**src/rtl/wallace_mac_acc.sv**
```systemverilog
// wallace_mac_acc: multiply-accumulate back end for the 8x8 Wallace-tree product stream
//
// Accumulates up to LEN unsigned 16-bit products into an ACC_W-bit register.
// A vector ends when LEN products have been accepted or when i_in_last is set.
// The result is then offered downstream with a valid/ready handshake.
//
// Build option:
//   WALLACE_MAC_SAT_EN  When defined, the accumulator saturates to all ones on
//                       carry-out. When undefined, it wraps modulo 2^ACC_W.
//
// Parameters:
//   ACC_W  accumulator/result width (17..32)
//   LEN    products per full vector (1..255)
//
// Ports:
//   i_clk        clock; all state changes on the rising edge
//   i_rst_n      synchronous active-low reset
//   i_clear      synchronous abort of the vector in progress
//   i_prod       unsigned product from the multiplier
//   i_in_valid   i_prod / i_in_last valid this cycle
//   i_in_last    final product of a short vector
//   o_in_ready   block accepts a product this cycle (registered, state only)
//   o_acc_out    registered result of the last completed vector
//   o_ovf        carry-out occurred during the reported vector
//   o_cnt_out    number of products in the reported vector
//   o_out_valid  result valid
//   i_out_ready  downstream accepts the result
module wallace_mac_acc #(
    parameter int ACC_W = 24,
    parameter int LEN   = 8
) (
    input  logic             i_clk,
    input  logic             i_rst_n,
    input  logic             i_clear,
    input  logic [15:0]      i_prod,
    input  logic             i_in_valid,
    input  logic             i_in_last,
    output logic             o_in_ready,
    output logic [ACC_W-1:0] o_acc_out,
    output logic             o_ovf,
    output logic [7:0]       o_cnt_out,
    output logic             o_out_valid,
    input  logic             i_out_ready
);
    typedef enum logic {ACCUM, HOLD} state_t;

    state_t           r_state;
    logic [ACC_W-1:0] r_acc;
    logic [7:0]       r_cnt;
    logic             r_ovf_acc;
    logic [ACC_W-1:0] r_acc_out;
    logic [7:0]       r_cnt_out;
    logic             r_ovf;
    logic             r_in_ready;
    logic             r_out_valid;

    logic [ACC_W:0]   w_sum;
    logic             w_carry;
    logic [ACC_W-1:0] w_acc_nxt;
    logic [7:0]       w_cnt_nxt;
    logic             w_ovf_nxt;
    logic             w_accept;
    logic             w_last;

    // One extra bit on the adder exposes the carry-out of the ACC_W-bit add.
    assign w_sum     = {1'b0, r_acc} + {{(ACC_W-15){1'b0}}, i_prod};
    assign w_carry   = w_sum[ACC_W];
`ifdef WALLACE_MAC_SAT_EN
    // Once at all ones, any non-zero product carries again, so saturation holds.
    assign w_acc_nxt = w_carry ? {ACC_W{1'b1}} : w_sum[ACC_W-1:0];
`else
    assign w_acc_nxt = w_sum[ACC_W-1:0];
`endif
    assign w_cnt_nxt = r_cnt + 8'd1;
    assign w_ovf_nxt = r_ovf_acc | w_carry;
    assign w_accept  = i_in_valid & r_in_ready & (r_state == ACCUM);
    assign w_last    = i_in_last | (r_cnt == 8'(LEN-1));

    always_ff @(posedge i_clk) begin
        if (!i_rst_n) begin
            r_state     <= ACCUM;
            r_acc       <= '0;
            r_cnt       <= '0;
            r_ovf_acc   <= 1'b0;
            r_acc_out   <= '0;
            r_cnt_out   <= '0;
            r_ovf       <= 1'b0;
            r_in_ready  <= 1'b0;
            r_out_valid <= 1'b0;
        end else if (i_clear) begin
            r_state     <= ACCUM;
            r_acc       <= '0;
            r_cnt       <= '0;
            r_ovf_acc   <= 1'b0;
            r_in_ready  <= 1'b1;
            r_out_valid <= 1'b0;
        end else if (r_state == ACCUM) begin
            r_in_ready <= 1'b1;
            if (w_accept) begin
                r_acc     <= w_acc_nxt;
                r_cnt     <= w_cnt_nxt;
                r_ovf_acc <= w_ovf_nxt;
                if (w_last) begin
                    r_state     <= HOLD;
                    r_acc_out   <= w_acc_nxt;
                    r_cnt_out   <= w_cnt_nxt;
                    r_ovf       <= w_ovf_nxt;
                    r_in_ready  <= 1'b0;
                    r_out_valid <= 1'b1;
                end
            end
        end else if (i_out_ready) begin
            r_state     <= ACCUM;
            r_acc       <= '0;
            r_cnt       <= '0;
            r_ovf_acc   <= 1'b0;
            r_in_ready  <= 1'b1;
            r_out_valid <= 1'b0;
        end
    end

    assign o_in_ready  = r_in_ready;
    assign o_acc_out   = r_acc_out;
    assign o_cnt_out   = r_cnt_out;
    assign o_ovf       = r_ovf;
    assign o_out_valid = r_out_valid;
endmodule
```
**config.mk**
```make
export PLATFORM = sky130hd
export DESIGN_NAME = wallace_mac_acc
export DESIGN_NICKNAME = d
export VERILOG_FILES = /design/src/rtl/wallace_mac_acc.sv
export SDC_FILE = /design/constraint.sdc
export NUM_CORES = 1
export LEC_CHECK = 0
export BUFFER_PORTS_ARGS = -buffer_cell sky130_fd_sc_hd__buf_4
export CAP_MARGIN = 5
export CORE_MARGIN = 3
export CORE_UTILIZATION = 30
export DETAILED_ROUTE_END_ITERATION = 8
export PLACE_DENSITY = 0.58
export SLEW_MARGIN = 20
export SYNTH_ARGS = -nofsm -noshare
export SYNTH_HDL_FRONTEND = slang
export SYNTH_SLANG_ARGS = --single-unit
```
**constraint.sdc**
```tcl
create_clock -name i_clk -period 2.6 [get_ports i_clk]
set_input_delay 0.13 -clock i_clk [delete_from_list [all_inputs] [get_ports i_clk]]
set_output_delay 0.13 -clock i_clk [all_outputs]
set_load 0.05 [all_outputs]
```
==> results of run 1 <==
path summary, 6_finish.rpt:
check,startpoint,endpoint,slack [ns],cells past startpoint
min reg2reg,r_acc[14],r_acc[14],0.45,2
min,i_out_ready,r_state,0.10,3
max reg2reg,r_acc[3],o_acc_out[17],0.14,8
max,r_acc[3],o_acc_out[17],0.14,8
cell usage in the layout (no fill, tap or decap), types with 6 or more instances in the layout:
| cell | n |
|---|---|
| a211oi_1 | 13 |
| a21o_1 | 10 |
| a21oi_1 | 52 |
| a31oi_1 | 10 |
| and3_1 | 7 |
| buf_4 | 65 |
| clkbuf_16 | 9 |
| dfxtp_1 | 69 |
| ha_1 | 17 |
| nand2_1 | 64 |
| nand3_1 | 18 |
| nand4_1 | 6 |
| nor2_1 | 39 |
| o21ai_0 | 18 |
| xnor2_1 | 15 |
| xor2_1 | 8 |
power groups by stage:
stage,Combinational [µW],Sequential (µW),Clock (µW)
after floorplan,162,1160,0
after global placement,310,1110,0
after detailed placement,310,1120,0
after CTS,312,1090,1370
after global routing,340,1090,1420
final,310,1090,1350
per-stage QoR:
stage	power [µW]	setup slack, ns	cell area (µm²)	setup TNS [ns]	util [%]
after floorplan	1330	0.295	3630	0	-
after global placement	1420	0.224	4180	0	36.0
after detailed placement	1430	0.143	4180	0	36.0
after CTS	2780	0.125	4510	0	38.8
after global routing	2850	-0.00840	4520	-0.00840	38.9
final	2750	0.144	4520	0	38.9
final cells by class:
cell class              count  area share, %
clock buffers              10           5.29
repair buffers             65           10.8
well taps                 143           3.96
flip-flops and latches     69           30.6
multi-input cells         343           46.9
inverters                   6          0.499
clock inverters             6           1.91
per-layer routing:
metal | global-route usage, % | up-vias
li1 | - | 1696
met1 | 19.2 | 1534
met2 | 24.9 | 70
met3 | 4.28 | 12
met4 | 5.41 | 0
met5 | 0 | -
state kept, by name, summed over array words and instances (netlist names), 8 cells and up:
| register | cells |
|---|---|
| o_acc_out | 24 |
| o_cnt_out | 8 |
| r_acc | 24 |
| r_cnt | 8 |
repair_timing:
action / 4_1_cts / 5_1_grt
endpoints found under the hold margin: 0 / 0
hold buffers: 0 / 0
endpoints found under the setup margin: 0 / 5
setup buffers: 0 / 1
cells by family (layout without fill, tap and decap cells):
kind of cell / Yosys count / count (layout) / synth area share (%)
flip-flops: 69 / 69 / 38.1
XOR/XNOR: 23 / 23 / 5.56
AO/OA/AOI/OAI: 138 / 138 / 24.5
multiplexers: 2 / 2 / 0.587
AND/OR/NAND/NOR: 162 / 162 / 21.4
adder cells (fa/ha/maj): 18 / 18 / 6.42
buffers and inverters: 31 / 87 / 3.45
worst max-delay path, stage by stage, from the launching register on:
cell and delay [ns]:
dfxtp_1 0.31, ha_1 0.35, a21o_1 0.19, a21oi_1 0.25, a211oi_1 0.16, o31ai_2 0.32
nand2_1 0.26, and3_1 0.23, a311o_1 0.26
==> results.tsv, run 1 <==
metric	value	unit
cts_tree	done	
detail_route.iter0.violations	142	
drv_slew	0	
period_needed	2.46	ns
ys_ff_latch	69	
dp.final_hpwl	6950	µm
criticalPathCategory	reg2reg	
met3_length	454	µm
wl_met2	4650	µm
yosys-top-cells-area	dfxtp_1 38%, a21oi_1 7.2%, nand2_1 6.6%	
grt_max_degree	29	
floorplan.rows	39	
timing.hold.ws	0.101	ns
inserted_diodes	0	
fp.dieH	116	µm
fmaxAchievable	0.407	GHz
seq_power_share	39.8	%
holdCritPathClass	in2reg	
post_drt_wl_per_cell	15.2	µm
async_reset_ff_share	0	%
area_growth	24.5	%
crit_path_end_kind	flip-flop	
synthDistinctLibCells	58	
worstMarginPinSlew	0.588	ns
timing.final.setup_violations	0	
dp_cells	625	
cp.arrival	2.68	ns
net_switching	695	µW
number_of_global_route_vias_before_repair	3183	
final_cell_count_no_fill	642	
synth_top_cells_by_count	69 x dfxtp_1, 64 x nand2_1, 52 x a21oi_1, 39 x nor2_1	
multi_input_comb_area	2120	µm²
io-pin-count	57	
synth_fp_nets	483	
clockBufferDepth	2	
leak_pwr	0.00185	µW
power.clock.fraction	49.0	%
detail_route.wirelength	9730	µm
initial_core_util	31.2	%
drt_pass1_iterations	4	
final-seq-area	1380	µm²
floorplan.die_area	13400	µm²
final_layout_size_suffix_gt1_share	18.8	%
place.port_buffers	56	
internal_power	2050	µW
die-width	116	µm
clkLatencyLatePin	0.34	ns
groute.usage.overall	15.2	%
worst_slew_margin_rel	60.7	%
p_comb_share	11.3	%
synth_edf_count	0	
routabilityCongestion	0.895	
route.vias.total	3312	
post_cts_resize_count	0	
post_synth_instance_area	3630	µm²
most_used_flip_flop_cell_after_synthesis	dfxtp_1	
grt_first_pass_wirelength	16000	µm
filler_cell_count	1244	
run_status	finished clean	
maxCapViolCount	0	
worst_ir_drop_vdd	0.000428	V
grt-ovfl-total	0	
synth_top_area_cell	dfxtp_1	
synthesis.area_per_instance	8.19	µm²
ys_seq_area_share	38.1	%
cts.clk_slew.worst_paths	0.06	ns
report.final.hold_viol_count	0	
numCtsBuffers	9	
critical_path_required	2.83	ns
synthesis.yosys.warnings	0	
antenna_violations_before_repair	0	
clkSinkCount	69	
avgViaCountPerCell	5.16	
p_per_area	608	nW/µm²
synth_cells	443	
detail_route.wirelength.met1	4450	µm
clk_root_buffer_cell	clkbuf_16	
synth_largest_type_area_fraction	38.1	%
dr.max_layer_used	met4	
setup.worst_path.start_class	flip-flop	
final_net_count	534	
min_period_over_period	94.4	%
synth_most_common_cell	dfxtp_1	
worstPathMaxFanout	8	
p_sw_share	25.3	%
postRouteAntennaNets	0	
core_region_area	11600	µm²
timing.clock.skew	0.00960	ns
post_detailed_route_drc_marker_count	0	
ctsHtreeMaxLevel	3	
Power figures use the tool's default switching activity.
==> run 2, diff against run 1 <==
--- a/config.mk
+++ b/config.mk
@@ -12,3 +12,3 @@
 export DETAILED_ROUTE_END_ITERATION = 8
-export PLACE_DENSITY = 0.58
+export PLACE_DENSITY = 0.47
 export SLEW_MARGIN = 20
--- a/constraint.sdc
+++ b/constraint.sdc
@@ -3,2 +3,2 @@
 set_output_delay 0.13 -clock i_clk [all_outputs]
-set_load 0.05 [all_outputs]
+set_load 0.01 [all_outputs]
==> results.tsv, run 2 (synthesis gave the netlist of run 1 again) <==
metric	value	unit	change
floorplan.rows	39		unchanged
p_comb_share	10.1	%	-1.2 points
groute.usage.overall	15.5	%	+0.29 points
criticalPathCategory	reg2reg		
detail_route.wirelength	9970	µm	+2.4%
die-width	116	µm	unchanged
worstPathMaxFanout	4		-4
worst_setup_path_startpoint	r_acc[0]		
post_drt_wl_per_cell	15.5	µm	+2.1%
run_status	finished clean		
post_dp_cell_area	4210	µm²	+0.54%
hold_path.startpoint	i_out_ready		
inserted_diodes	0		unchanged
grt_max_degree	29		unchanged
net_switching	649	µW	-6.5%
area_growth	24.7	%	
most_common_cell_after_layout_fill_and_taps_aside	dfxtp_1		
core_region_area	11600	µm²	unchanged
p_sw_share	24.3	%	-0.99 points
fmaxAchievable	0.407	GHz	about the same
internal_power	2020	µW	-1.4%
globalRouteMet1Util	19.6	%	+0.34 points
avgViaCountPerCell	5.10		-1.2%
final_layout_size_suffix_gt1_share	19.2	%	+0.32 points
timing.final.setup_violations	0		unchanged
critical_path_required	2.87	ns	+0.04 ns
dp.final_hpwl	7100	µm	+2.2%
post_detailed_route_drc_marker_count	0		unchanged
drt_pass1_iterations	4		unchanged
clkSinkCount	69		unchanged
global_route.usage.met2	25.7	%	+0.88 points
antenna_violations_before_repair	0		unchanged
detail_route.iter0.violations	138		-2.8%
power.clock.fraction	49.1	%	about the same
timing.setup.tns	0	ns	unchanged
leak_pwr	0.00185	µW	about the same
post_cts_resize_count	0		unchanged
maxCapViolCount	0		unchanged
route.vias.total	3284		-0.85%
postCtsSetupRepairBufs	0		unchanged
ctsHtreeMaxLevel	3		unchanged
place.port_buffers	56		unchanged
cp.arrival	2.72	ns	+0.04 ns
layout_common_cells	69 x dfxtp_1, 67 x buf_4, 64 x nand2_1		
min_period_over_period	94.4	%	about the same
setup.worst_path.start_class	flip-flop		
worstMarginPinSlew	0.620	ns	+0.0315 ns
fin_util	38.9	%	+0.043 points
number_of_global_route_vias_before_repair	3157		-0.82%
worst_slew_margin_rel	58.6	%	-2.1 points
clk_root_buffer_cell	clkbuf_16		
timing.clock.skew	0.00483	ns	-0.00477 ns
initial_core_util	31.2	%	unchanged
dp_cells	628		+0.48%
final_cell_count_no_fill	644		+0.31%
worst_ir_drop_vdd	0.000308	V	-28%
postRouteAntennaNets	0		unchanged
grt-ovfl-total	0		unchanged
fp.dieH	116	µm	unchanged
numCtsBuffers	9		unchanged
holdCritPathClass	in2reg		
crit_path_end_kind	flip-flop		
cts_tree	done		
clkLatencyLatePin	0.34	ns	about the same
cts.clk_slew.worst_paths	0.06	ns	about the same
period_needed	2.46	ns	+0.0000480 ns
p_per_area	591	nW/µm²	-2.8%
groute.layer.met3.usage	4.91	%	+0.63 points
unrepaired_setup_endpoints_after_global_routing	false		
seq_power_share	40.8	%	+1.0 points
floorplan.die_area	13400	µm²	unchanged
post_route_cell_area	4520	µm²	+0.11%
timing.hold.ws	0.111	ns	+0.0103 ns
report.final.hold_viol_count	0		unchanged
io-pin-count	57		unchanged
final_net_count	536		+0.37%
grt_most_used_layer	met2		
grt_first_pass_wirelength	16200	µm	+0.99%
hold_buffers	0		unchanged
drv_slew	0		unchanged
r2r-start	r_acc[0]		
clockBufferDepth	2		unchanged
routabilityCongestion	0.801		-11%
## run 2: changes by cell type in the layout (fill, tap and decap cells not counted), sizes merged
cell	before	now
buf	65	67
clkbuf	10	9
clkinvlp	1	2
## run 2: power groups by stage
stage	combinational, µW	clock [µW]	sequential [µW]
2_1_floorplan	162	0	1120
3_3_place_gp	274	0	1110
3_5_place_dp	273	0	1120
4_1_cts	275	1360	1090
5_1_grt	298	1410	1090
6_report	270	1310	1090
## run 2: metal layers
layer / up-vias / wire, µm
li1: 1705 / -
met1: 1520 / 4680
met2: 49 / 4790
met3: 10 / 395
met4: 0 / 106
met5: - / 0
## run 2: critical path, stage by stage (launching register included)
cell and delay (ns):
dfxtp_1 0.31, ha_1 0.19, inv_1 0.07, fa_1 0.24
nor2b_4 0.05, o31a_1 0.29, o211a_1 0.30, o41ai_4 0.48
nor3_2 0.13, nand2b_4 0.16, a31oi_1 0.16
## run 2: final timing paths
kind / to / slack, ns / depth (start not counted)
min reg2reg: r_acc[14] / 0.45 / 2
max: r_acc[20] / 0.14 / 10
max reg2reg: r_acc[20] / 0.14 / 10
min: r_state / 0.11 / 3
## run 2: stage by stage
| stage | total power (µW) | worst slack (ns) |
|---|---|---|
| after global routing | 2800 | 0.00342 |
| after detailed placement | 1390 | 0.150 |
| after floorplan | 1280 | 0.296 |
| final | 2670 | 0.144 |
| after CTS | 2720 | 0.127 |
| after global placement | 1390 | 0.190 |
## run 2: layout make-up
| type | count | area [µm²] |
|---|---|---|
| inverters | 6 | 22.5 |
| clock buffers | 9 | 225 |
| well taps | 143 | 179 |
| flip-flops and latches | 69 | 1380 |
| repair buffers | 67 | 503 |
| multi-input cells | 343 | 2120 |
| clock inverters | 7 | 90.1 |
| fillers | 1226 | 7090 |
==> run 3, diff against run 2 <==
Settings changed: BUFFER_PORTS_ARGS -buffer_cell sky130_fd_sc_hd__buf_4 to -buffer_cell sky130_fd_sc_hd__buf_2, CORE_ASPECT_RATIO from default to 0.7, RECOVER_POWER from default to 50.
==> results.tsv, run 3 (synthesis gave the netlist of run 1 again) <==
metric	value	unit	change
run_status	finished clean		
ctsHtreeMaxLevel	3		unchanged
clk_root_buffer_cell	clkbuf_16		
number_of_global_route_vias_before_repair	3232		+2.4%
post-route-worst-setup-slack	0.209	ns	+0.0645 ns
clkLatencyLatePin	0.34	ns	about the same
worst_ir_drop_vdd	0.000321	V	+4.1%
antenna_violations_before_repair	0		unchanged
route.vias.total	3355		+2.2%
die-width	137	µm	+19%
detail_route.iter0.violations	144		+4.3%
hold_path.startpoint	i_out_ready		
unrepaired_setup_endpoints_after_global_routing	false		
numCtsBuffers	9		unchanged
initial_core_util	31.8	%	+0.55 points
timing.hold.ws	0.130	ns	+0.0187 ns
timing.clock.skew	0.00641	ns	+0.00159 ns
detail_route.wirelength	10200	µm	+2.2%
worst_slew_margin_rel	31.7	%	-27 points
fp.dieH	98.0	µm	-15%
setup.worst_path.start_class	flip-flop		
dp.final_hpwl	7150	µm	+0.63%
period_needed	2.39	ns	-0.0645 ns
report.final.hold_viol_count	0		unchanged
place.port_buffers	56		unchanged
drt_pass1_iterations	4		unchanged
clockBufferDepth	2		unchanged
maxCapViolCount	0		unchanged
area_growth	19.7	%	
cts.clk_slew.worst_paths	0.06	ns	about the same
holdCritPathClass	in2reg		
inserted_diodes	0		unchanged
cts_tree	done		
io-pin-count	57		unchanged
worst_setup_path_startpoint	r_acc[0]		
drv_slew	0		unchanged
criticalPathCategory	reg2reg		
floorplan.die_area	13500	µm²	+0.15%
dp_cells	637		+1.4%
cp.arrival	2.65	ns	-0.07 ns
post_drt_wl_per_cell	15.6	µm	+0.67%
worst_r2r_path_depth	10		unchanged
critical_path_required	2.86	ns	about the same
fmaxAchievable	0.418	GHz	+2.7%
avgViaCountPerCell	5.13		+0.60%
r2r-start	r_acc[0]		
leak_pwr	0.00167	µW	-9.6%
groute.usage.overall	15.6	%	+0.12 points
grt_first_pass_wirelength	16600	µm	+2.6%
postRouteAntennaNets	0		unchanged
min_period_over_period	92.0	%	-2.5 points
final_layout_size_suffix_gt1_share	11.8	%	-7.4 points
hold_buffers	0		unchanged
worstMarginPinSlew	1.02	ns	+0.404 ns
most_common_cell_after_layout_fill_and_taps_aside	dfxtp_1		
crit_path_end_kind	flip-flop		
p_per_area	593	nW/µm²	+0.24%
floorplan.rows	32		-18%
post_detailed_route_drc_marker_count	0		unchanged
grt_max_degree	38		+31%
timing.setup.tns	0	ns	unchanged
final_net_count	536		unchanged
min_delay_path_depth	3		unchanged
worstPathMaxFanout	4		unchanged
layout_common_cells	69 x dfxtp_1, 64 x nand2_1, 52 x a21oi_1		
clkSinkCount	69		unchanged
core_region_area	11400	µm²	-1.7%
routabilityCongestion	0.822		+2.7%
timing.final.setup_violations	0		unchanged
grt-ovfl-total	0		unchanged
final_cell_count_no_fill	654		+1.6%
detailedPlace.worstSlack	0.131	ns	-0.0189 ns
[run 3: critical path, stage by stage (launching register included)]
cell and delay, ns:
dfxtp_1 0.31, ha_1 0.19, inv_1 0.07, fa_2 0.24
nor2b_4 0.05, o31a_1 0.32, o211a_1 0.28, o41ai_4 0.39
nor3_2 0.13, nand2b_4 0.16, a31oi_1 0.18
[run 3: area by class of cell]
class | count | area [µm²]
Timing Repair Buffer | 67 | 328
Clock buffer | 12 | 246
Inverter | 6 | 22.5
Clock inverter | 4 | 47.5
Fill cell | 1218 | 7070
Tap cell | 153 | 191
Multi-Input combinational cell | 343 | 2120
Sequential cell | 69 | 1380
[run 3: metal layers]
| layer | vias to the layer above | GRT usage (%) | share of wire, % | routed length (µm) |
|---|---|---|---|---|
| li1 | 1695 | - | - | - |
| met1 | 1576 | 23.1 | 53 | 5430 |
| met2 | 78 | 22.5 | 40 | 4120 |
| met3 | 6 | 4.94 | 5.6 | 566 |
| met4 | 0 | 2.38 | 0.73 | 74 |
| met5 | - | 0 | 0 | 0 |
[run 3: report_power, final]
part | internal (µW) | switching (µW)
Clock | 766 | 465
Sequential | 1080 | 12.5
Combinational | 90.5 | 160
[run 3: worst paths after layout]
| kind | slack [ns] | end |
|---|---|---|
| worst min register to register | 0.45 | o_acc_out[12] |
| worst max register to register | 0.21 | r_acc[20] |
| worst max-delay path | 0.21 | r_acc[20] |
| worst min-delay path | 0.13 | r_state |
[run 3: stage by stage]
stage | total power, µW | area, µm² | utilization, %
2_1_floorplan | 1280 | 3630 | -
3_3_place_gp | 1370 | 4080 | 35.8
3_5_place_dp | 1370 | 4080 | 35.8
4_1_cts | 2610 | 4380 | 38.4
5_1_grt | 2680 | 4340 | 38.0
6_report | 2570 | 4340 | 38.0
[run 3: repair_timing]
| item | in CTS | in global routing |
|---|---|---|
| buffers inserted | 0 | 1 |
| resized for setup | 0 | 2 |
| endpoints found under the setup margin | 0 | 1 |
